File: config.mk
export PLATFORM = sky130hd
export DESIGN_NAME = mux2_rr_arbiter
export DESIGN_NICKNAME = d
export VERILOG_FILES = /design/src/rtl/mux_arb_pkg.sv /design/src/rtl/mux2_bus.sv /design/src/rtl/mux2_rr_arbiter.sv
export SDC_FILE = /design/constraint.sdc
export NUM_CORES = 1
export LEC_CHECK = 0
export CORE_UTILIZATION = 38
export CTS_CLUSTER_SIZE = 10
export DETAILED_ROUTE_END_ITERATION = 8
export PLACE_DENSITY = 0.77
export REMOVE_ABC_BUFFERS = 1
export SLEW_MARGIN = 20
export SYNTH_ARGS = -nofsm -noshare
export SYNTH_HDL_FRONTEND = slang
export SYNTH_SLANG_ARGS = --single-unit
export TNS_END_PERCENT = 1
File: constraint.sdc
create_clock -name clk -period 1.59 [get_ports clk]
set_clock_uncertainty 0.05 [all_clocks]
set_input_delay 0.159 -clock clk [delete_from_list [all_inputs] [get_ports clk]]
set_output_delay 0.159 -clock clk [all_outputs]
set_load 0.01 [all_outputs]
File: src/rtl/mux_arb_pkg.sv
// Shared state encoding and source identifiers for the two-requester bus arbiter.
package mux_arb_pkg;

   typedef enum logic [1:0] {
      IDLE  = 2'd0,
      OWN_A = 2'd1,
      OWN_B = 2'd2
   } arb_state_t;

   localparam logic SRC_A = 1'b0;
   localparam logic SRC_B = 1'b1;

endpackage

File: src/rtl/mux2_bus.sv
// W-bit 2:1 bus mux carrying beat data and the last flag together.
module mux2_bus #(
   parameter int W = 4
) (
   input  logic [W-1:0] a_data,
   input  logic         a_last,
   input  logic [W-1:0] b_data,
   input  logic         b_last,
   input  logic         s,
   output logic [W-1:0] y_data,
   output logic         y_last
);

   assign y_data = s ? b_data : a_data;
   assign y_last = s ? b_last : a_last;

endmodule

File: src/rtl/mux2_rr_arbiter.sv
// Round-robin packet arbiter owning the select of a shared 2:1 bus mux,
// with a per-grant beat cap so one requester cannot starve the other.
//
// state | meaning
// IDLE  | no grant held, no transfer, all readys low
// OWN_A | requester A owns the mux (sel=0), A beats pass to y
// OWN_B | requester B owns the mux (sel=1), B beats pass to y
module mux2_rr_arbiter
   import mux_arb_pkg::*;
#(
   parameter int W         = 4,
   parameter int MAX_BEATS = 8
) (
   input  logic         clk,
   input  logic         rst,
   input  logic         a_valid,
   input  logic [W-1:0] a_data,
   input  logic         a_last,
   output logic         a_ready,
   input  logic         b_valid,
   input  logic [W-1:0] b_data,
   input  logic         b_last,
   output logic         b_ready,
   output logic         y_valid,
   output logic [W-1:0] y_data,
   output logic         y_last,
   input  logic         y_ready,
   output logic         sel,
   output logic         busy
);

   localparam int CW = $clog2(MAX_BEATS + 1);
   localparam logic [CW-1:0] CNT_TOP = CW'(MAX_BEATS - 1);

   arb_state_t    state_q, state_d;
   logic          sel_q, sel_d;
   logic          last_winner_q, last_winner_d;
   logic [CW-1:0] beat_cnt_q, beat_cnt_d;

   logic [W-1:0]  mux_data;
   logic          mux_last;

   mux2_bus #(.W(W)) u_mux (
      .a_data (a_data),
      .a_last (a_last),
      .b_data (b_data),
      .b_last (b_last),
      .s      (sel_q),
      .y_data (mux_data),
      .y_last (mux_last)
   );

   always_ff @(posedge clk) begin
      if (rst) begin
         state_q       <= IDLE;
         sel_q         <= SRC_A;
         last_winner_q <= SRC_B;
         beat_cnt_q    <= '0;
      end else begin
         state_q       <= state_d;
         sel_q         <= sel_d;
         last_winner_q <= last_winner_d;
         beat_cnt_q    <= beat_cnt_d;
      end
   end

   // A release hands straight to the other side when it is waiting, so grants are back-to-back.
   always_comb begin
      state_d       = state_q;
      sel_d         = sel_q;
      last_winner_d = last_winner_q;
      beat_cnt_d    = beat_cnt_q;
      unique case (state_q)
         IDLE: begin
            if (a_valid && (!b_valid || last_winner_q == SRC_B)) begin
               state_d = OWN_A;
               sel_d   = SRC_A;
            end else if (b_valid) begin
               state_d = OWN_B;
               sel_d   = SRC_B;
            end
         end
         OWN_A: begin
            if (a_valid && y_ready) begin
               if (a_last || beat_cnt_q == CNT_TOP) begin
                  last_winner_d = SRC_A;
                  beat_cnt_d    = '0;
                  if (b_valid) begin
                     state_d = OWN_B;
                     sel_d   = SRC_B;
                  end else begin
                     state_d = IDLE;
                  end
               end else begin
                  beat_cnt_d = beat_cnt_q + CW'(1);
               end
            end
         end
         OWN_B: begin
            if (b_valid && y_ready) begin
               if (b_last || beat_cnt_q == CNT_TOP) begin
                  last_winner_d = SRC_B;
                  beat_cnt_d    = '0;
                  if (a_valid) begin
                     state_d = OWN_A;
                     sel_d   = SRC_A;
                  end else begin
                     state_d = IDLE;
                  end
               end else begin
                  beat_cnt_d = beat_cnt_q + CW'(1);
               end
            end
         end
         default: state_d = IDLE;
      endcase
   end

   always_comb begin
      y_valid = 1'b0;
      y_last  = 1'b0;
      a_ready = 1'b0;
      b_ready = 1'b0;
      busy    = (state_q != IDLE);
      sel     = sel_q;
      y_data  = mux_data;
      unique case (state_q)
         OWN_A: begin
            y_valid = a_valid;
            y_last  = mux_last;
            a_ready = y_ready;
         end
         OWN_B: begin
            y_valid = b_valid;
            y_last  = mux_last;
            b_ready = y_ready;
         end
         default: ;
      endcase
   end

endmodule

==> impl_metrics.yaml, run 1 <==
run_status:
  status: "complete, but fails checks"
  violations: "DRC, setup timing"
logic_synthesis:
  synth_top_area_cell: "dfxtp_1"
  synth_cell_types: 37
  synth_area_leaders: "dfxtp_1 24%, ha_1 9.5%, mux2_2 6.8%, mux2i_1 6.1%, nor2_1 4.6%"
  synth.avg_cell_area_um2: 8.676
  yosys.area.top_type_share_pct: 24.29
  ys_warn_count: 0
  syn_area_um2: 659.4
  syn_inst: 76
  ys_ff_latch: 8
  ys.flop_type: "dfxtp_1"
  async_reset_ff_share_pct: 0
  synth_common_cells: "8 x dfxtp_1, 8 x nor2_1, 6 x inv_1"
  yosysSeqAreaShare_pct: 24.29
  synth_enable_flop_cells: 0
clocking:
  cts_tree: "done"
  cts-buffers-inserted: 3
  cts-root-buf: "clkbuf_4"
  clock_latency_ns: 0.24
  cts.clk_slew.worst_paths_ns: 0.05
  postCtsHoldBufs: 0
  cts_num_sinks: 8
  cts_max_level: 1
  clockBufferDepth: 2
critical_path:
  worstSetupStartpoint: "state_q[0]"
  r2r_start: "state_q[0]"
  worstSetupEndpointType: "flop"
  worstPathRequired_ns: 1.64
  critPathKind: "reg2reg"
  critPathLaunchType: "flop"
  worstPathMaxFanout: 6
  arrival_ns: 1.67
floorplan:
  fp.coreArea_um2: 1559
  ioPinCount: 25
  dieArea_um2: 1906
  die_w_um: 43.66
  num_rows: 14
  initial_core_util_pct: 42.30
  die_h_um: 43.66
layout:
  fillers: 113
  seq_area_um2: 171.4
  drive_gt1_share_pct: 35.90
  syn_to_final_growth_pct: 68.12
  fin_nets: 139
  diodes: 0
  multi_input_area_um2: 535.5
  final_cells: 133
global_route:
  grt_pass1_wl_mm: 2.946
  grt_usage_pct: 20.95
  antenna_found_initial: 0
  first_global_vias: 714
  grt-ovfl-total: 0
  grt_max_degree: 8
sta:
  worst_pin_slew_ns: 0.5439
  fmax_ghz: 0.6188
  hold_slack_ns: 0.4651
  final-max-slew-violation-count: 0
  relSlewSlack_pct: 63.17
  rsz0062_at_grt: "yes"
  final.min_clock_period_ns: 1.616
  fin_ws_ns: -0.02598
  setup_viol: 2
  layout_worst_path_cycle_share_pct: 101.6
  hold_viol: 0
route:
  drc_errors: 5
  via_per_inst: 5.361
  vias: 713
  routed_wl_mm: 1.911
  drtPass1Iterations: 6
  dr.first_iter.drc_count: 11
  wl_per_cell_um: 14.37
  antenna_left: 0
placed_design:
  gp_routability_congestion: 0.7358
  dp_cells: 128
  portBuffers: 24
  dpl.hpwl_mm: 1.385
hold_path:
  hold_class: "reg2reg"
  worstHoldStart: "beat_cnt_q[3]"
power:
  p_int_w: 0.001114
  p_leak_nw: 0.4772
  switching_share_pct: 41.27
  irDropWorstVdd_mv: 0.9907
  p_clk_share_pct: 7.6
  seqPwrFrac_pct: 18.9
  total_power_w: 0.001896
  switchingPower_w: 0.0007826
  p_comb_share_pct: 73.5
  power_density_nw_per_um2: 1710
flow_run:
  maxCapViolations: 0
## worst max-delay path: stages (launching register included)
cell and delay [ns]:
dfxtp_4 0.37, inv_4 0.05, ha_4 0.17, nor2b_2 0.17, o21ai_2 0.26, o311ai_1 0.24, mux2i_1 0.16
## flip-flops by register name, summed over array words and instances, names as in the netlist
name           flops
beat_cnt_q         4
state_q            2
last_winner_q      1
sel                1
## metal layers
metal	GRT usage [%]	up-vias	wire length [um]	share of wire, %
met5	0	-	0	0
met4	10.00	0	43	2.3
met3	7.500	5	149	7.8
met2	37.31	28	959	50
met1	21.54	320	759	40
li1	-	360	-	-
## stage by stage
stage          setup WS (ns)  utilization, %  instance area (um2)  setup TNS (ns)
4_1_cts             -0.08732           67.74                 1056         -0.2145
6_report            -0.02598           71.11                 1109        -0.05165
3_3_place_gp         -0.1135           65.01                 1013         -0.4859
2_1_floorplan        0.05712               -                655.6               0
3_5_place_dp         -0.1083           65.01                 1013         -0.7217
5_1_grt             -0.09322           71.11                 1109         -0.2413
## layout make-up
type,instances,share of cell area [%]
timing repair buffer,39,30.14
clock buffer,3,2.032
inverter,6,2.257
tap,16,1.806
multi-input combinational,61,48.31
sequential,8,15.46
## power groups by stage
stage          clock network [W]  logic [W]  registers, W
4_1_cts                 0.000153    0.00121      0.000342
2_1_floorplan                  0   0.000679      0.000320
3_3_place_gp                   0    0.00119      0.000314
3_5_place_dp                   0    0.00122      0.000319
6_report                0.000144    0.00139      0.000358
5_1_grt                 0.000165    0.00152      0.000368
## kinds of logic after synthesis
group | Yosys count | share of synthesized area, %
AO/OA/AOI/OAI | 17 | 21.45
multiplexers | 8 | 12.90
XOR/XNOR | 3 | 3.986
AND/OR/NAND/NOR | 28 | 23.91
buffers and inverters | 7 | 3.984
adder cells (fa/ha/maj) | 5 | 9.488
flip-flops | 8 | 24.29
## repair_timing
item	CTS	global route
setup buffers	0	2
setup endpoints to repair	18	10
resized for setup	18	14
pin swaps	0	8
## final timing paths
check / end / slack [ns] / cells after the start
worst max-delay path: state_q[1] / -0.03 / 6
worst min-delay path: beat_cnt_q[3] / 0.47 / 2
worst max register to register: state_q[1] / -0.03 / 6
worst min register to register: beat_cnt_q[3] / 0.47 / 2
## cells in the final DEF, fill, tap and decap left out, types with 2 or more instances in the layout
cell              n
buf_4            15
clkdlybuf4s50_1  15
mux2_2            4
mux2i_1           4
clkbuf_4          3
xnor2_1           3
nand2b_1          3
a21oi_1           3
inv_1             3
nor3_1            2
dfxtp_4           3
clkbuf_2          2
inv_2             2
dfxtp_1           5
ha_4              3
a21boi_4          2
nor2_1            8
o21ai_0           2
and2_1            3
ha_1              2
dlygate4sd2_1     7
Note: power is estimated with default switching activity, not from simulation.
==> run 2: changes to the inputs <==
--- a/config.mk
+++ b/config.mk
@@ -10,7 +10,6 @@
 export DETAILED_ROUTE_END_ITERATION = 8
 export PLACE_DENSITY = 0.77
 export REMOVE_ABC_BUFFERS = 1
-export SLEW_MARGIN = 20
 export SYNTH_ARGS = -nofsm -noshare
 export SYNTH_HDL_FRONTEND = slang
 export SYNTH_SLANG_ARGS = --single-unit
==> results of run 2 <==
Same layout as run 1: the final DEF is identical, and so are final timing and power.
